### config.mk
export PLATFORM = sky130hd
export DESIGN_NAME = piezo_drv
export DESIGN_NICKNAME = d
export VERILOG_FILES = /design/src/rtl/piezo_pkg.sv /design/src/rtl/piezo_tick_gen.sv /design/src/rtl/piezo_drv.sv
export SDC_FILE = /design/constraint.sdc
export NUM_CORES = 1
export LEC_CHECK = 0
export BUFFER_PORTS_ARGS = -buffer_cell sky130_fd_sc_hd__buf_2
export CAP_MARGIN = 20
export CORE_AREA = 2 2 95 97
export DETAILED_ROUTE_END_ITERATION = 12
export DIE_AREA = 0 0 97 99
export PLACE_DENSITY = 0.64
export SLEW_MARGIN = 25
export SYNTH_ARGS = -nofsm -noshare
export SYNTH_HDL_FRONTEND = slang
export SYNTH_SLANG_ARGS = --single-unit
export TNS_END_PERCENT = 5
### constraint.sdc
create_clock -name clk -period 7.92 [get_ports clk]
set_clock_uncertainty 0.15 [all_clocks]
set_input_delay 1.584 -clock clk [delete_from_list [all_inputs] [get_ports clk]]
set_output_delay 1.584 -clock clk [all_outputs]
set_load 0.01 [all_outputs]
### src/rtl/piezo_pkg.sv
// -----------------------------------------------------------------------------
// piezo_pkg
// Shared types and constants for the piezo transducer driver.
//   drv_state_t   : one-hot driver state (IDLE, PLAY, OVER)
//   PER_W, DUR_W  : widths of the note period and note duration inputs
//   TICK_CYC_DEF  : default clocks per duration tick (1/100 s at 50 MHz)
//   TICK_CYC_FAST : tick period used when PIEZO_FAST_SIM_EN is defined
// -----------------------------------------------------------------------------
package piezo_pkg;

   localparam int PER_W         = 15;
   localparam int DUR_W         = 8;
   localparam int TICK_CYC_DEF  = 500000;
   localparam int TICK_CYC_FAST = 50;

   typedef enum logic [2:0] {
      IDLE = 3'b001,
      PLAY = 3'b010,
      OVER = 3'b100
   } drv_state_t;

endpackage

### src/rtl/piezo_tick_gen.sv
// -----------------------------------------------------------------------------
// piezo_tick_gen
// Duration prescaler: emits a one-cycle tick every tick period while enabled.
// Build option: when PIEZO_FAST_SIM_EN is defined the tick period is forced to
// TICK_CYC_FAST regardless of TICK_CYC, so full alarm sequences simulate fast.
// Ports:
//   clk       in  : clock
//   rst       in  : synchronous active-high reset
//   i_restart in  : synchronous restart of the prescaler (driven by clr)
//   i_en      in  : count enable; the prescaler is frozen while low
//   o_tick    out : one-cycle pulse on the last clock of each tick period
// -----------------------------------------------------------------------------
module piezo_tick_gen
   import piezo_pkg::*;
#(
   parameter int TICK_CYC = TICK_CYC_DEF
) (
   input  logic clk,
   input  logic rst,
   input  logic i_restart,
   input  logic i_en,
   output logic o_tick
);

`ifdef PIEZO_FAST_SIM_EN
   localparam bit FAST = 1'b1;
`else
   localparam bit FAST = 1'b0;
`endif

   localparam int               TP    = FAST ? TICK_CYC_FAST : TICK_CYC;
   localparam int               CNT_W = (TP > 1) ? $clog2(TP) : 1;
   localparam logic [CNT_W-1:0] LAST  = CNT_W'(TP - 1);

   logic [CNT_W-1:0] r_cnt;
   logic             w_last;

   assign w_last = (r_cnt == LAST);

   // NOTE: sequential state uses non-blocking (<=) so every register samples
   // the pre-edge values of the others; blocking here would create ordering
   // races between always_ff blocks.
   always_ff @(posedge clk) begin
      if (rst || i_restart) begin
         r_cnt <= '0;
      end else if (i_en) begin
         r_cnt <= w_last ? '0 : r_cnt + 1'b1;
      end
   end

   // A restart cycle never counts as a tick: the duration is being cleared.
   assign o_tick = i_en & w_last & ~i_restart;

endmodule

### src/rtl/piezo_drv.sv
// -----------------------------------------------------------------------------
// piezo_drv
// Complementary square-wave piezo driver for the alarm note sequencer.
// A clr strobe starts a note of period note_per clocks (0 or 1 = rest) lasting
// note_dur ticks; note_over is raised when the duration has expired and held
// until the next clr. Period and duration are used live, not latched.
// Build option: PIEZO_FAST_SIM_EN (applied inside piezo_tick_gen) shortens the
// tick period to TICK_CYC_FAST clocks; ports and FSM are unchanged.
// Ports:
//   clk       in  : 50 MHz clock
//   rst       in  : synchronous active-high reset (wins over clr)
//   clr       in  : restart counters and begin a note
//   note_per  in  : note period in clocks
//   note_dur  in  : note duration in ticks
//   note_over out : duration expired (registered level)
//   piezo     out : positive drive (registered)
//   piezo_n   out : negative drive (registered)
// -----------------------------------------------------------------------------
module piezo_drv
   import piezo_pkg::*;
#(
   parameter int TICK_CYC = TICK_CYC_DEF
) (
   input  logic             clk,
   input  logic             rst,
   input  logic             clr,
   input  logic [PER_W-1:0] note_per,
   input  logic [DUR_W-1:0] note_dur,
   output logic             note_over,
   output logic             piezo,
   output logic             piezo_n
);

   drv_state_t       r_state,    w_state_nxt;
   logic [PER_W-1:0] r_freq_cnt, w_freq_nxt;
   logic [DUR_W-1:0] r_dur_cnt,  w_dur_nxt;
   logic             r_piezo,    w_piezo_nxt;
   logic             r_piezo_n,  w_piezo_n_nxt;
   logic             r_note_over, w_note_over_nxt;

   logic             w_tick;
   logic             w_sound;
   logic             w_high;
   logic [PER_W-1:0] w_per_m1;
   logic [PER_W-1:0] w_per_half;

   piezo_tick_gen #(
      .TICK_CYC (TICK_CYC)
   ) u_tick_gen (
      .clk       (clk),
      .rst       (rst),
      .i_restart (clr),
      .i_en      (r_state == PLAY),
      .o_tick    (w_tick)
   );

   assign w_per_m1   = note_per - PER_W'(1);
   assign w_per_half = note_per >> 1;
   assign w_sound    = (note_per >= PER_W'(2));

   // NOTE: every signal driven here gets a default first, so no path leaves
   // one unassigned and no latch is inferred.
   always_comb begin
      w_state_nxt = r_state;
      w_freq_nxt  = r_freq_cnt;
      w_dur_nxt   = r_dur_cnt;

      case (r_state)
         IDLE: ;
         OVER: ;
         PLAY: begin
            // >= rather than == keeps the counter bounded if the period shrinks.
            w_freq_nxt = (r_freq_cnt >= w_per_m1) ? '0 : r_freq_cnt + 1'b1;
            if (w_tick && (r_dur_cnt != '1)) begin
               w_dur_nxt = r_dur_cnt + 1'b1;
            end
            // Comparing the post-tick count lets note_over land on the cycle
            // right after the final tick period completes.
            if (w_dur_nxt >= note_dur) begin
               w_state_nxt = OVER;
            end
         end
         default: w_state_nxt = IDLE;
      endcase

      if (clr) begin
         w_state_nxt = PLAY;
         w_freq_nxt  = '0;
         w_dur_nxt   = '0;
      end

      // Outputs are computed from next-state values so the registered pins
      // line up with the counters they describe.
      w_high          = (w_freq_nxt < w_per_half);
      w_piezo_nxt     = (w_state_nxt == PLAY) && w_sound &&  w_high;
      w_piezo_n_nxt   = (w_state_nxt == PLAY) && w_sound && !w_high;
      w_note_over_nxt = (w_state_nxt == OVER);
   end

   always_ff @(posedge clk) begin
      if (rst) begin
         r_state     <= IDLE;
         r_freq_cnt  <= '0;
         r_dur_cnt   <= '0;
         r_piezo     <= 1'b0;
         r_piezo_n   <= 1'b0;
         r_note_over <= 1'b0;
      end else begin
         r_state     <= w_state_nxt;
         r_freq_cnt  <= w_freq_nxt;
         r_dur_cnt   <= w_dur_nxt;
         r_piezo     <= w_piezo_nxt;
         r_piezo_n   <= w_piezo_n_nxt;
         r_note_over <= w_note_over_nxt;
      end
   end

   assign note_over = r_note_over;
   assign piezo     = r_piezo;
   assign piezo_n   = r_piezo_n;

endmodule

[Word level (Yosys, flattened, before mapping)]
Index checks and enable logic that the tools add are counted.
Word-level totals
  register bits after elaboration: 48
  output and inout port bits: 3
  word-level logic and storage cells: 42
Cells by class
  $add $sub $neg: 4
  magnitude comparators: 4
  equality and inequality tests: 7
  multiplexer cells: 9
  bitwise operators: 3
  reductions and logical operators: 8
Operators by type and width (count)
  $mux 15: 3
  $add 19x1->19 const B: 1
  $eq 19x19->1 const B: 1
  $mux 19: 1
  $mux 8: 2
  $add 15x1->15 const B: 1
  $ge 15x15->1: 1
  $ge 15x2->1 const B: 1
  $lt 15x14->1: 1
  $sub 15x1->15 const B: 1
  $add 8x1->8 const B: 1
  $ge 8x8->1: 1
  $ne 8x8->1 const B: 1
  $eq 3x2->1 const B: 2
  $eq 3x3->1 const B: 2
  $mux 3: 2
  $pmux 3 s2: 1
  $logic_and 1x1->1: 4
  $reduce_or 2->1: 2
  $eq 3x1->1 const B: 1
  $and 1x1->1: 2
  $logic_not 1->1: 1
  $logic_or 1x1->1: 1
  $not 1->1: 1

[Longest topological paths before layout]
  depth in word-level cells: 13
  mapped depth: 19
  depth with buffers taken out: 18

[Modules after synthesis]
A second synthesis with hierarchy kept.
Second synthesis, totals
  cells, all modules: 423
  area total of the unflattened synthesis: 3545.9 um^2
Modules (own cells, without submodules)
  piezo_drv: instances 1, cells an instance 318, area an instance 2585.0 um^2, sequential area each 580.6 um^2
  piezo_tick_gen: instances 1, cells an instance 105, area an instance 960.9 um^2, sequential area each 380.4 um^2

[Least setup slack after synthesis]
Ideal clock, no wire load.
  path type: in2reg
  from: input port note_per[7]
  to: register r_piezo_n, in the netlist piezo_n
  setup time: 0.116 ns
  arrival time: 5.541 ns
  slack: 2.113 ns
  stages: 18
  buffers on the path: 1
  path through: or4_4 > or4_4 > nor3_2 > xnor2_1 > ha_1 > nand4_1 > nor4_1 > a211oi_2 > a21oi_1 > clkbuf_1 > nor2_1 > ha_1 > a21o_1 > a21oi_1 > o21ai_0 > a2111oi_0 > o221ai_1 > nor2b_1
On the way
  longest elaborated chain between the ends: 8
  elaborated cells on any way between the ends: 10
RTL lines
  from (decl): line piezo_drv.sv:27  | input logic [PER_W-1:0] note_per,
  $sub 15x1->15: line piezo_drv.sv:57  | assign w_per_m1 = note_per - PER_W'(1);
  $ge 15x15->1: line piezo_drv.sv:73  | w_freq_nxt = (r_freq_cnt >= w_per_m1) ? '0 : r_freq_cnt + 1'b1;
  $mux 15: line piezo_drv.sv:73
  $mux 15: line piezo_drv.sv:68  | case (r_state)
  $mux 15: line piezo_drv.sv:86  | if (clr) begin
  via w_freq_nxt[8]: line piezo_drv.sv:35  | logic [PER_W-1:0] r_freq_cnt, w_freq_nxt;
  $lt 15x14->1: line piezo_drv.sv:94  | w_high = (w_freq_nxt < w_per_half);
  $logic_not 1->1: line piezo_drv.sv:96  | w_piezo_n_nxt = (w_state_nxt == PLAY) && w_sound && !w_high;
  $logic_and 1x1->1: line piezo_drv.sv:96
  to (signal assigned): line piezo_drv.sv:113  | r_piezo_n <= w_piezo_n_nxt;
  to (decl): line piezo_drv.sv:38  | logic r_piezo_n, w_piezo_n_nxt;
The timed path passes the listed nets, and every way through them passes these cells.
A chain may end at the register's enable or synchronous reset.

[Worst setup path after layout]
  from: input port note_per[2]
  to: register r_piezo_n, in the netlist piezo_n
Same word-level chain as after synthesis.

==> results.md <==
* Pleak at 1.65 nW
* Global route overflow at 0
* Buffers from clock root to sink, at most at 2
* Detailed router's first-iteration violation count at 85
* Starting density of the core at 39.0%
* Highest ir drop seen on vdd at roughly 0.075 mV
* Post-synth cell types at 56
* Hold buffer count at CTS at 0
* WP data arrival at 6.38 ns
* Final wirelength at 6990 um
* Worst setup EP type: flip-flop
* Sequential area share after synthesis at 28.8%
* Number of H-tree branching levels at 2
* First-pass GRT wire length at 12300 um
* Switching share of total power at 21.1%
* Post-Syn Instances at 395
* Critical Setup Path Class: primary input to flip-flop
* Port bufs at 28
* Post-synthesis cell type with the largest combined area: sky130_fd_sc_hd__dfxtp_1
* Width of the die at between 90 and 100 um
* Combinational Power Share at 8.9%
* Ranking of synthesized cells by instance count: 61 x sky130_fd_sc_hd__nor2_1, 48 x sky130_fd_sc_hd__dfxtp_1, 41 x sky130_fd_sc_hd__ha_1
* Worst min-delay path class: flip-flop to flip-flop
* WP data required at 7.96 ns
* R2r startpoint: r_state[0]$_SDFF_PP1_
* Std cell rows at 34
* Via density at 5.18
* Count of cells resized by post-cts repair at 0
* Count of clock tree sinks at 48
* Depth of the worst register-to-register path at 11
* PnR worst setup slack at between 1.5 and 2 ns
* Detailed Routing Iterations Pass 1 at 4
* Area share of the largest cell type after synthesis at 28.8%
* Worst-Margin Slew at approximately 1.0 ns
* Clock transition time at the flip-flop clock pins of the worst setup and hold paths at 0.09 ns
* Via count of the first global-routing pass at 2699
* Crit-path cells: buf_2 -> nor4_1 -> nand2_1 -> nor4_1 -> xnor2_1 -> ha_1 -> nand4_1 -> nor4_1 -> a211oi_2 -> a21oi_1 -> nor2_1 -> ha_1 -> a21o_1 -> a21oi_1 -> o21ai_0 -> a2111oi_0 -> o221ai_1 -> nor2b_1
* Residual antenna-violating net count after detailed routing at 0
* Wire per inst at around 13 um
* Flip-flop cell with the highest count after synthesis: sky130_fd_sc_hd__dfxtp_1
* Later-pin clock latency in the skew report at roughly 0.30 ns
* Pwr per Cell Area at ~140 mW/mm2
* Post-DP HPWL at 5700 um
* Count of state elements after synthesis at 48
* Number of nets in the finished design at ~500
* R2r endpoint: piezo_n$_SDFF_PP0_
* Synth warnings at 0
* Beginning of the worst hold path: u_tick_gen.r_cnt[1]$_SDFFE_PP0N_
* I/O pins at 29
* Tightest slew margin relative to the limit at between 30% and 40%
* Layout cells sized above 1 at between 10% and 20%
* Total via count in the routed design at 2756
* Status: finished, final reports clean
* Delay of the slowest cell on the worst path at a little over 0.8 ns
* Root buffer cell: sky130_fd_sc_hd__clkbuf_8
* Worst setup path startpoint: note_per[2]
* Fin crit period at roughly 6.3 ns
* Height of the chip at 99 um
* Top area cells in the synthesized netlist: sky130_fd_sc_hd__dfxtp_1 29%, sky130_fd_sc_hd__ha_1 15%, sky130_fd_sc_hd__nor2_1 6.9%
* Final count of pins violating max slew at 0
* Sw Pwr at approximately 0.00011 W
* Leading cell type by number of instances after synthesis: sky130_fd_sc_hd__nor2_1
* Ys async rst share at 0%
* Count of flip-flops with a built-in enable after synthesis at 0
* Setup slack after placement at 1.33 ns
* CTS tree: done
* Worst R2R Setup Slack at around 3.8 ns
* Net count after synthesis at 462
* Mapped Area at 0.00333 mm2
* Post-detailed-route DRC marker count at 0
* Cell repeated most along the worst path: sky130_fd_sc_hd__nor4_1
* Period utilization at 80.0%
* Setup-violating endpoint count in the final report at 0
* Core area at 0.00855 mm2
* Die area at between 0.009 and 0.01 mm2
* Hold depth at 2
* Maximum number of pins on one net before global-route repair at 20
* Final-report hold violation count at 0
* Mean instance size in the synthesized netlist at 8.44 um2
* Fin Setup TNS at 0 ns
* Number of buffers created by CTS at 5
* Cell area after placement at 0.00356 mm2
* Area growth from synthesis to final layout at 11.7%
* End of the worst hold path: u_tick_gen.r_cnt[1]$_SDFFE_PP0N_
* Number of antenna violations at the first check in global routing at 0
* P_int at 0.000419 W
* Crit Path Max Fanout at 14
* Final Util at 43.5%
* Reg power frac at 45.9%
* GRT Overall Usage at 15.1%
* Max Clk Rate at 158 MHz
* RSZ-0062 raised after global routing: no
* Startpoint class of the critical path: primary input
* Fill cell total of the finished layout at 838
* Total power at roughly 0.00053 W
* Reported max-cap violation count at 0
* Clock network power share at between 40% and 50%
* Finished layout cell area at 0.00372 mm2
* Buffers inserted during post-CTS setup optimization at 0
* Highest-delay cell along the critical path: sky130_fd_sc_hd__a21oi_1
* Total inserted antenna cells at 0
* Final weighted congestion in routability-driven placement at 0.858
-- cells by family after synthesis --
kind of cell / count (synthesis) / share of synthesized area, %
AOI/OAI and AO/OA: 45 / 8.94
muxes: 2 / 0.638
xor gates and xnor gates: 50 / 13.1
DFF: 48 / 28.8
and+or+nand+nor: 176 / 28.8
adders and majority gates: 41 / 15.4
buffers and inverters: 33 / 4.28
-- layout by cell type (no fill, tap or decap), types with 2 or more instances in the layout --
cell type / count
sky130_fd_sc_hd__clkbuf_8: 5
sky130_fd_sc_hd__xor2_1: 24
sky130_fd_sc_hd__or2_2: 2
sky130_fd_sc_hd__ha_1: 41
sky130_fd_sc_hd__o21ai_0: 7
sky130_fd_sc_hd__xnor2_1: 26
sky130_fd_sc_hd__nand2b_1: 3
sky130_fd_sc_hd__and3_2: 3
sky130_fd_sc_hd__and2b_1: 4
sky130_fd_sc_hd__and3_1: 11
sky130_fd_sc_hd__a21oi_1: 15
sky130_fd_sc_hd__a21o_1: 5
sky130_fd_sc_hd__nor2b_1: 5
sky130_fd_sc_hd__bufinv_16: 3
sky130_fd_sc_hd__nor3_1: 6
sky130_fd_sc_hd__a211oi_1: 5
sky130_fd_sc_hd__nand4_1: 13
sky130_fd_sc_hd__buf_2: 28
sky130_fd_sc_hd__dfxtp_1: 48
sky130_fd_sc_hd__inv_1: 26
sky130_fd_sc_hd__nor2_1: 61
sky130_fd_sc_hd__o21a_1: 2
sky130_fd_sc_hd__nand2_1: 25
sky130_fd_sc_hd__nor3b_1: 2
sky130_fd_sc_hd__and2_1: 3
sky130_fd_sc_hd__nand3_1: 16
sky130_fd_sc_hd__nor4_1: 6
sky130_fd_sc_hd__or4_4: 2
sky130_fd_sc_hd__o31ai_1: 2
-- metrics by stage --
step / hold WS [ns] / instances
floorplan: 0.312 / 395
global placement: 0.324 / 524
detailed placement: 0.334 / 524
CTS: 0.346 / 532
global route: 0.373 / 532
finish: 0.343 / 532
-- worst max-delay path, delay by kind of cell --
family          cells  cell delay, ns
xor+xnor            1            0.12
buf+inv             1            0.13
compound gates      7            1.97
fa+ha+maj           2            0.64
simple gates        7            1.93
-- area by class of cell --
type | count | area, um2 | area share, %
clock buffers | 5 | 68.8 | 1.85
inverters | 26 | 97.6 | 2.62
clock inverters | 3 | 90.1 | 2.42
flip-flops and latches | 48 | 961 | 25.8
multi-input cells | 314 | 2230 | 59.9
repair buffers | 28 | 140 | 3.77
well taps | 108 | 135 | 3.63
-- layer usage --
metal / track usage [%] / part of all wire (%) / vias to the layer above
met5: 0 / 0 / -
met4: 3.14 / 0.90 / 0
met2: 25.2 / 45 / 46
met1: 20.5 / 49 / 1278
li1: - / - / 1425
met3: 3.05 / 4.5 / 7
-- power groups by stage --
stage                     Sequential (W)  Combinational [W]  Clock (W)
after floorplan                 0.000249          0.0000301          0
after global placement          0.000249          0.0000463          0
after detailed placement        0.000249          0.0000473          0
after CTS                       0.000244          0.0000478   0.000245
after global routing            0.000244          0.0000540   0.000254
final                           0.000244          0.0000474   0.000240
-- worst max-delay path by stage --
stage,end,slack [ns],depth (start not counted)
6_report,piezo_n$_SDFF_PP0_,1.58,18
5_1_grt,piezo_n$_SDFF_PP0_,1.16,18
4_1_cts,piezo_n$_SDFF_PP0_,1.63,18
3_5_place_dp,piezo_n$_SDFF_PP0_,1.33,18
3_3_place_gp,piezo_n$_SDFF_PP0_,1.47,18
2_1_floorplan,piezo_n$_SDFF_PP0_,2.11,18
-- sequential cells by signal, summed over array words and instances, names as in the netlist --
| name | cells |
|---|---|
| note_over | 1 |
| piezo | 1 |
| piezo_n | 1 |
| r_dur_cnt | 8 |
| r_freq_cnt | 15 |
| r_state | 3 |
| u_tick_gen.r_cnt | 19 |
(Power assumes the default switching activity.)
